## config.mk

```make
export PLATFORM = sky130hd
export DESIGN_NAME = fixed_mul_arbiter
export DESIGN_NICKNAME = d
export VERILOG_FILES = /design/src/rtl/fixed_mul_arbiter_pkg.sv /design/src/rtl/fixed_mul_arbiter_multiply.sv /design/src/rtl/fixed_mul_arbiter.sv
export SDC_FILE = /design/constraint.sdc
export NUM_CORES = 1
export LEC_CHECK = 0
export ABC_AREA = 1
export CAP_MARGIN = 0
export CORE_MARGIN = 1
export CORE_UTILIZATION = 47
export DETAILED_ROUTE_END_ITERATION = 10
export PLACE_DENSITY_LB_ADDON = 0.12
export SLEW_MARGIN = 20
export SYNTH_ARGS = -nofsm -noshare
export SYNTH_HDL_FRONTEND = slang
export SYNTH_SLANG_ARGS = --single-unit
```

## constraint.sdc

```tcl
create_clock -name clk -period 5.7 [get_ports clk]
set_input_delay 1.14 -clock clk [delete_from_list [all_inputs] [get_ports clk]]
set_output_delay 1.14 -clock clk [all_outputs]
set_load 0.05 [all_outputs]
```

## src/rtl/fixed_mul_arbiter_pkg.sv

```systemverilog
// Shared fixed-point definitions for the arbitrated multiplier: width helpers,
// requester-index type and result-width constant for the default build.
package fixed_mul_arbiter_pkg;

  localparam int unsigned N_REQ_DEFAULT     = 4;
  localparam int unsigned OPERAND_W_DEFAULT = 16;
  localparam int unsigned REQ_IDX_W_DEFAULT = $clog2(N_REQ_DEFAULT);
  localparam int unsigned RES_W_DEFAULT     = 2 * OPERAND_W_DEFAULT;

  typedef logic [REQ_IDX_W_DEFAULT-1:0] req_idx_t;

  // Bits needed to name one of n requesters (at least one bit).
  function automatic int unsigned idx_width(input int unsigned n);
    return (n < 2) ? 1 : $clog2(n);
  endfunction

  // Width of the shared result bus.
  function automatic int unsigned res_width(input int unsigned op_w, input int unsigned exp_w);
    return op_w + exp_w;
  endfunction

  function automatic int unsigned max_u(input int unsigned a, input int unsigned b);
    return (a > b) ? a : b;
  endfunction

endpackage

```

## src/rtl/fixed_mul_arbiter_multiply.sv

```systemverilog
// Signed fixed-point multiply: sign-extend, multiply, arithmetic shift by the
// fractional width, truncate to the result width. Purely combinational.
module fixed_multiply
  import fixed_mul_arbiter_pkg::*;
#(
  parameter int unsigned operand_size    = 16,
  parameter int unsigned fractional_size = 12,
  parameter int unsigned expansion_size  = operand_size
) (
  input  logic signed [operand_size-1:0]                                a_i,
  input  logic signed [operand_size-1:0]                                b_i,
  output logic signed [res_width(operand_size, expansion_size)-1:0]     p_o
);

  localparam int unsigned EW = operand_size + max_u(expansion_size, fractional_size);
  localparam int unsigned RW = res_width(operand_size, expansion_size);

  logic signed [EW-1:0] a_ext;
  logic signed [EW-1:0] b_ext;
  logic signed [EW-1:0] prod;
  logic signed [EW-1:0] shifted;

  // Extended-precision product rescaled back to the fixed-point grid.
  always_comb begin
    a_ext   = EW'(a_i);
    b_ext   = EW'(b_i);
    prod    = a_ext * b_ext;
    shifted = prod >>> fractional_size;
    p_o     = shifted[RW-1:0];
  end

endmodule

```

## src/rtl/fixed_mul_arbiter.sv

```systemverilog
// Round-robin arbiter in front of one shared two-stage signed fixed-point
// multiplier. One grant per cycle, results strobed to their owner two edges later.
module fixed_mul_arbiter
  import fixed_mul_arbiter_pkg::*;
#(
  parameter int unsigned N_REQ           = 4,
  parameter int unsigned fractional_size = 12,
  parameter int unsigned operand_size    = 16,
  parameter int unsigned expansion_size  = operand_size
) (
  input  logic                                                     clk,
  input  logic                                                     rst,
  input  logic [N_REQ-1:0]                                         i_req_valid,
  input  logic signed [N_REQ-1:0][operand_size-1:0]                i_req_a,
  input  logic signed [N_REQ-1:0][operand_size-1:0]                i_req_b,
  output logic [N_REQ-1:0]                                         o_req_ready,
  output logic [N_REQ-1:0]                                         o_res_valid,
  output logic signed [res_width(operand_size, expansion_size)-1:0] o_res,
  output logic                                                     o_busy
);

  localparam int unsigned IW = idx_width(N_REQ);
  localparam int unsigned RW = res_width(operand_size, expansion_size);

  logic [IW-1:0]            ptr_q;
  logic [IW-1:0]            ptr_d;
  logic [IW-1:0]            gnt_idx;
  logic [N_REQ-1:0]         gnt;
  logic                     hs;

  logic                     vld_p1_q;
  logic [IW-1:0]            idx_p1_q;
  logic signed [operand_size-1:0] a_p1_q;
  logic signed [operand_size-1:0] b_p1_q;

  logic signed [RW-1:0]     mul_p;

  logic                     vld_p2_q;
  logic [IW-1:0]            idx_p2_q;
  logic signed [RW-1:0]     res_p2_q;

  // Round-robin pick: first valid at or above ptr, else first valid below it.
  // Depends on valids and ptr only, so grants never see operand values.
  always_comb begin
    gnt     = '0;
    gnt_idx = '0;
    ptr_d   = ptr_q;
    hs      = 1'b0;
    for (int i = 0; i < int'(N_REQ); i++) begin
      if (!hs && i_req_valid[i] && (i >= int'(ptr_q))) begin
        hs      = 1'b1;
        gnt[i]  = 1'b1;
        gnt_idx = IW'(i);
        ptr_d   = (i == int'(N_REQ) - 1) ? '0 : IW'(i + 1);
      end
    end
    for (int i = 0; i < int'(N_REQ); i++) begin
      if (!hs && i_req_valid[i] && (i < int'(ptr_q))) begin
        hs      = 1'b1;
        gnt[i]  = 1'b1;
        gnt_idx = IW'(i);
        ptr_d   = (i == int'(N_REQ) - 1) ? '0 : IW'(i + 1);
      end
    end
  end

  assign o_req_ready = gnt;

  // Pointer advances past the winner on every handshake.
  always_ff @(posedge clk or posedge rst) begin
    if (rst) ptr_q <= '0;
    else     ptr_q <= ptr_d;
  end

  // ---- stage 1: capture granted operands and owner ----
  // Stage-1 valid.
  always_ff @(posedge clk or posedge rst) begin
    if (rst) vld_p1_q <= 1'b0;
    else     vld_p1_q <= hs;
  end

  // Stage-1 operand and owner capture, only on a handshake.
  always_ff @(posedge clk) begin
    if (hs) begin
      a_p1_q   <= i_req_a[gnt_idx];
      b_p1_q   <= i_req_b[gnt_idx];
      idx_p1_q <= gnt_idx;
    end
  end

  fixed_multiply #(
    .operand_size    (operand_size),
    .fractional_size (fractional_size),
    .expansion_size  (expansion_size)
  ) u_mul (
    .a_i (a_p1_q),
    .b_i (b_p1_q),
    .p_o (mul_p)
  );

  // ---- stage 2: registered product drives the shared result bus ----
  // Stage-2 valid and result; result holds when nothing new arrives.
  always_ff @(posedge clk or posedge rst) begin
    if (rst) begin
      vld_p2_q <= 1'b0;
      res_p2_q <= '0;
    end else begin
      vld_p2_q <= vld_p1_q;
      if (vld_p1_q) res_p2_q <= mul_p;
    end
  end

  // Stage-2 owner index follows the product.
  always_ff @(posedge clk) begin
    if (vld_p1_q) idx_p2_q <= idx_p1_q;
  end

  // One-hot result strobe naming the owner of o_res.
  always_comb begin
    o_res_valid = '0;
    for (int i = 0; i < int'(N_REQ); i++) begin
      o_res_valid[i] = vld_p2_q && (idx_p2_q == IW'(i));
    end
  end

  assign o_res  = res_p2_q;
  assign o_busy = vld_p1_q | vld_p2_q;

endmodule
```

[Word-level counts from Yosys, hierarchy flattened]
Index checks and enable logic that the tools add are counted.
Storage, ports and cells
  bits in latches: 0
  RAM bits: 0
  memories kept: 0
  bits in read-only memories: 0
  output and inout port bits: 41
  bits in registers: 60
Cells by class
  $add $sub $neg: 0
  divide/modulo/power cells: 0
  reduce and logical (&&, ||, !) cells: 24
  muxes and demuxes: 30
  equal/unequal tests: 3
  $mul: 1
  bitwise operators: 1
  shift operators: 0
  magnitude comparators: 7
Operator list (number)
  binary-select mux 16 bit (select 2 bit): 2
  multiplier 16 x 16 -> 32 bit: 1
  2-to-1 mux 16 bit: 2
  2-to-1 mux 2 bit: 12
  logical AND 1 bit: 16
  2-to-1 mux 1 bit: 14
  nonzero test 7 bit: 1
  zero test 1 bit: 6
  equality test 2 bit (second input constant): 2
  >= comparator 1 x 2 -> 1 bit (first input constant): 2
  < comparator 1 x 2 -> 1 bit (first input constant): 2
  < comparator 2 x 3 -> 1 bit (second input constant): 1
  equality test 2 x 1 -> 1 bit (second input constant): 1
  >= comparator 2 bit (first input constant): 1
  zero test 2 bit: 1
  < comparator 2 bit (first input constant): 1
  bitwise OR 1 bit: 1

[Longest topological paths before layout]
  depth after elaboration: 28
  mapped depth: 28

[Modules after synthesis]
A second synthesis with hierarchy kept.
Unflattened totals
  cells, all modules: 2010
  area total of the unflattened synthesis: 14645.3 um^2
Modules (own cells, without submodules)
  fixed_multiply: times used 1, cells an instance 1474, area each 10730.3 um^2, seq. area each 0.0 um^2
  fixed_mul_arbiter: times used 1, cells an instance 536, area each 3915.0 um^2, seq. area each 1981.9 um^2

[Least setup slack after synthesis]
No wires, ideal clock.
  path kind: register to register
  start: reg b_p1_q[5]
  end: reg res_p2_q[12] (netlist: o_res[12])
  arrival: 5.354 ns
  required time: 5.582 ns
  buffers on the path: 2
  setup slack: 0.228 ns
  cell stages (with the launch flop): 23
  cells stage by stage: edfxtp_1 -> clkbuf_1 -> clkbuf_1 -> nand2_1 -> fa_1 -> inv_1 -> fa_1 -> fa_1 -> fa_1 -> fa_1 -> inv_1 -> fa_1 -> inv_1 -> ha_1 -> nand2_1 -> nor2_1 -> nand2_1 -> nor3_1 -> o21ai_0 -> nand3_1 -> nand2_1 -> nand3_1 -> nand2_1
On the way
  cells in the longest elaborated chain, start to end: 1
Ends and longest elaborated chain
  from (decl): RTL line fixed_mul_arbiter.sv:34  | logic signed [operand_size-1:0] b_p1_q;
  from (signal assigned): RTL line fixed_mul_arbiter.sv:86  | b_p1_q <= i_req_b[gnt_idx];
  multiplier 16 x 16 -> 32 bit: RTL line fixed_mul_arbiter_multiply.sv:27  | prod = a_ext * b_ext;
  to (signal assigned): RTL line fixed_mul_arbiter.sv:109  | if (vld_p1_q) res_p2_q <= mul_p;
  to (decl): RTL line fixed_mul_arbiter.sv:40  | logic signed [RW-1:0] res_p2_q;
Every way passes these cells.
A chain may end at the register's enable or synchronous reset.

[Worst setup path after layout]
  start: reg a_p1_q[15]
  end: reg, netlist name o_res[19]
On the way
  cells in the longest elaborated chain, start to end: 1
Ends and longest elaborated chain
  from (decl): RTL line fixed_mul_arbiter.sv:33  | logic signed [operand_size-1:0] a_p1_q;
  from (signal assigned): RTL line fixed_mul_arbiter.sv:85  | a_p1_q <= i_req_a[gnt_idx];
  multiplier 16 x 16 -> 32 bit: RTL line fixed_mul_arbiter_multiply.sv:27
Every way passes these cells.

==> impl_results.md <==
* Status: finished, final reports clean
* Die Y at about 180 µm
* Util after Layout at between 50% and 60%
* I/O Buffers at approximately 170
* Final instance area at roughly 17000 µm²
* Avg Cell Area, Syn at around 7.3 µm²
* Final period util at 96.20%
* Worst r2r src: a_p1_q[15]
* H-tree lvl count at 3
* Hold Path Origin: idx_p1_q[1]
* TritonCTS clock tree: yes
* Initial core utilization at a little under half
* Root Driver: clkbuf_16
* Max Fclk at 182.4 MHz
* Post-synthesis sequential area ratio at between 10% and 20%
* Hold buffers post-CTS at 0
* Antenna viol nets, final at 0
* Die ar. at between 30000 and 40000 µm²
* End of the worst hold path: idx_p2_q[1]
* FF-to-FF setup slack at 220 ps
* Vias in the first global route at approximately 13000
* Reg-to-reg critical path endpoint: o_res[19]
* I/O Pins at 175
* Cells after Synth at 1928
* DRT iter0 DRCs at between 700 and 800
* Library cells used by synthesis at 32
* Dpl cells at ~2500
* Final HPWL DP at 31980 µm
* Worst slew pin tran at about 750 ps
* Final Non-Filler Cells at 2528
* Share of cells above drive strength 1 at about a tenth
* Grt total ovfl at 0
* Syn Std Cell Area at 14110 µm²
* Synth area leader: fa_1
* Syn nets at 2402
* # setup viols final at 0
* Critical path required time at 5930 ps
* Pre-CTS WS at -109.7 ps
* Number of max-cap violations at 0
* Ys async rst share at between 40% and 50%
* PnR worst setup slack at 216.6 ps
* ANT cells at 0
* CP max FO at 6
* Slew headroom at between 40% and 50%
* Count of standard-cell rows at between 60 and 70
* Unrepaired setup endpoints after global routing: yes
* Die width at 175.2 µm
* CP Class: register to register
* First-pass GRT wire length at around 64000 µm
* Drt pass-1 iters at 5
* Clock skew at 13.26 ps
* Clock buffer count from CTS at 9
* Worst hold path stage count at 0
* Area contributors post-synth: fa_1 (37%), nand2_1 (18%), inv_1 (13%)
* Max Slew Vio Count at 0
* Initial antenna violation count at 0
* Ys flop type: edfxtp_1
* Sink Count at 60
* Ys Warns at 0
* Clock latency on the worst-skew pair at between 300 and 400 ps
* GRT Total Usage at a little over a quarter
* Clock Path Buffers at 2
* Per-cell routed wire length at approximately 15 µm
* Detailed-route via count at between 10000 and 15000
* Largest net degree at the start of global routing at 67
* Post-synth EDFFs at 36
* Drt drc at 0
* Placer Congestion at 0.8970
* Synth-to-layout area growth at 23.35%
* Core area at around 30000 µm²
* Vias/cell at between 4 and 5
* Post-synth top cells: nand2_1 (679), inv_1 (482), fa_1 (261)
* Flops & latches, synth at 60
* Post-Route WL at 38460 µm
* Top cell type's share of synthesized area at 37.04%
* Reg clk slew, reported paths at ~60 ps
* Crit. End Element: register
* Area post-placement at 16700 µm²
* Fin. Hold Viols at 0
* Nets at around 2600
* Hold crit path type: register to register
* Final min period at around 5500 ps
* Startpoint types: register
* CP Data Arrival Time at roughly 5700 ps
* R2R cell count at 20
* Top-count cell post-synth: nand2_1
==> cell usage in the layout (no fill, tap or decap), types with 10 or more instances in the layout <==
master / synthesis / final
nand2_1: 679 / 673
inv_1: 482 / 481
fa_1: 261 / 254
clkdlybuf4s50_1: 0 / 174
buf_4: 13 / 108
nand3_1: 110 / 106
ha_1: 79 / 69
nor2_1: 57 / 44
edfxtp_1: 36 / 36
dfrtp_1: 24 / 24
o21ai_0: 23 / 22
a21oi_1: 30 / 21
nor2_2: 1 / 12
a21oi_2: 1 / 10
==> timing repair <==
action	4_1_cts	5_1_grt
pin swaps	0	5
buffers inserted	2	15
endpoints found under the setup margin	7	19
gates resized for setup	2	62
==> metal layers <==
metal  vias up  GRT usage (%)  share of wire [%]
met5         -              0                  0
met4         0          8.913                2.9
met3        60          2.785                3.9
met2       268          48.18                 51
met1      5982          33.82                 43
li1       5961              -                  -
==> final cells by class <==
class | count | area, µm²
clock buffer | 11 | 242.7
clock inverter | 5 | 36.28
fill | 2797 | 12160
inverter | 484 | 1817
multi-input combinational | 1286 | 10390
sequential | 60 | 1682
tap | 390 | 488.0
timing repair buffer | 292 | 2744
==> metrics by stage <==
stage | setup TNS (ps) | hold WS [ps]
2_1_floorplan | 0 | 400.3
3_3_place_gp | -237.0 | 404.8
3_5_place_dp | -267.0 | 405.9
4_1_cts | 0 | 431.9
5_1_grt | -48.33 | 447.9
6_report | 0 | 426.2
==> cells by family (layout without fill, tap and decap cells) <==
kind of cell / count (synthesis) / in the layout / synth area share (%)
compound gates: 60 / 60 / 2.235
xor+xnor: 3 / 3 / 0.1863
fa+ha+maj: 340 / 340 / 44.05
buf+inv: 582 / 792 / 16.50
flops: 60 / 60 / 11.92
simple gates: 883 / 883 / 25.11
==> critical path, stage by stage, from the launching register on <==
cell and delay (ps):
edfxtp_1 490, nand2_1 160, inv_1 100, fa_2 650
fa_2 510, buf_4 200, fa_2 580, inv_1 70
fa_1 480, inv_1 50, fa_1 520, fa_1 450
ha_1 330, nand2_1 120, inv_1 50, a21oi_1 140
nand2_1 80, a21oi_2 170, nand3_1 100, nand3_1 80
nand2_1 50
==> sequential cells by signal, summed over array words and instances, names as in the netlist <==
name / count
a_p1_q: 16
b_p1_q: 16
idx_p1_q: 2
idx_p2_q: 2
o_res: 20
ptr_q: 2
vld_p1_q: 1
vld_p2_q: 1
==> worst max path at each step <==
| stage | start | to | slack [ps] | depth (start not counted) |
|---|---|---|---|---|
| floorplan | b_p1_q[5] | o_res[12] | 230 | 22 |
| global placement | b_p1_q[3] | o_res[19] | -110 | 23 |
| detailed placement | b_p1_q[3] | o_res[19] | -110 | 23 |
| CTS | a_p1_q[14] | o_res[13] | 20 | 23 |
| global route | a_p1_q[11] | o_res[14] | -40 | 23 |
| finish | a_p1_q[15] | o_res[19] | 220 | 20 |
Power is not shown: default switching activity piles up to over one toggle a cycle in this logic, so the estimate is an artifact.
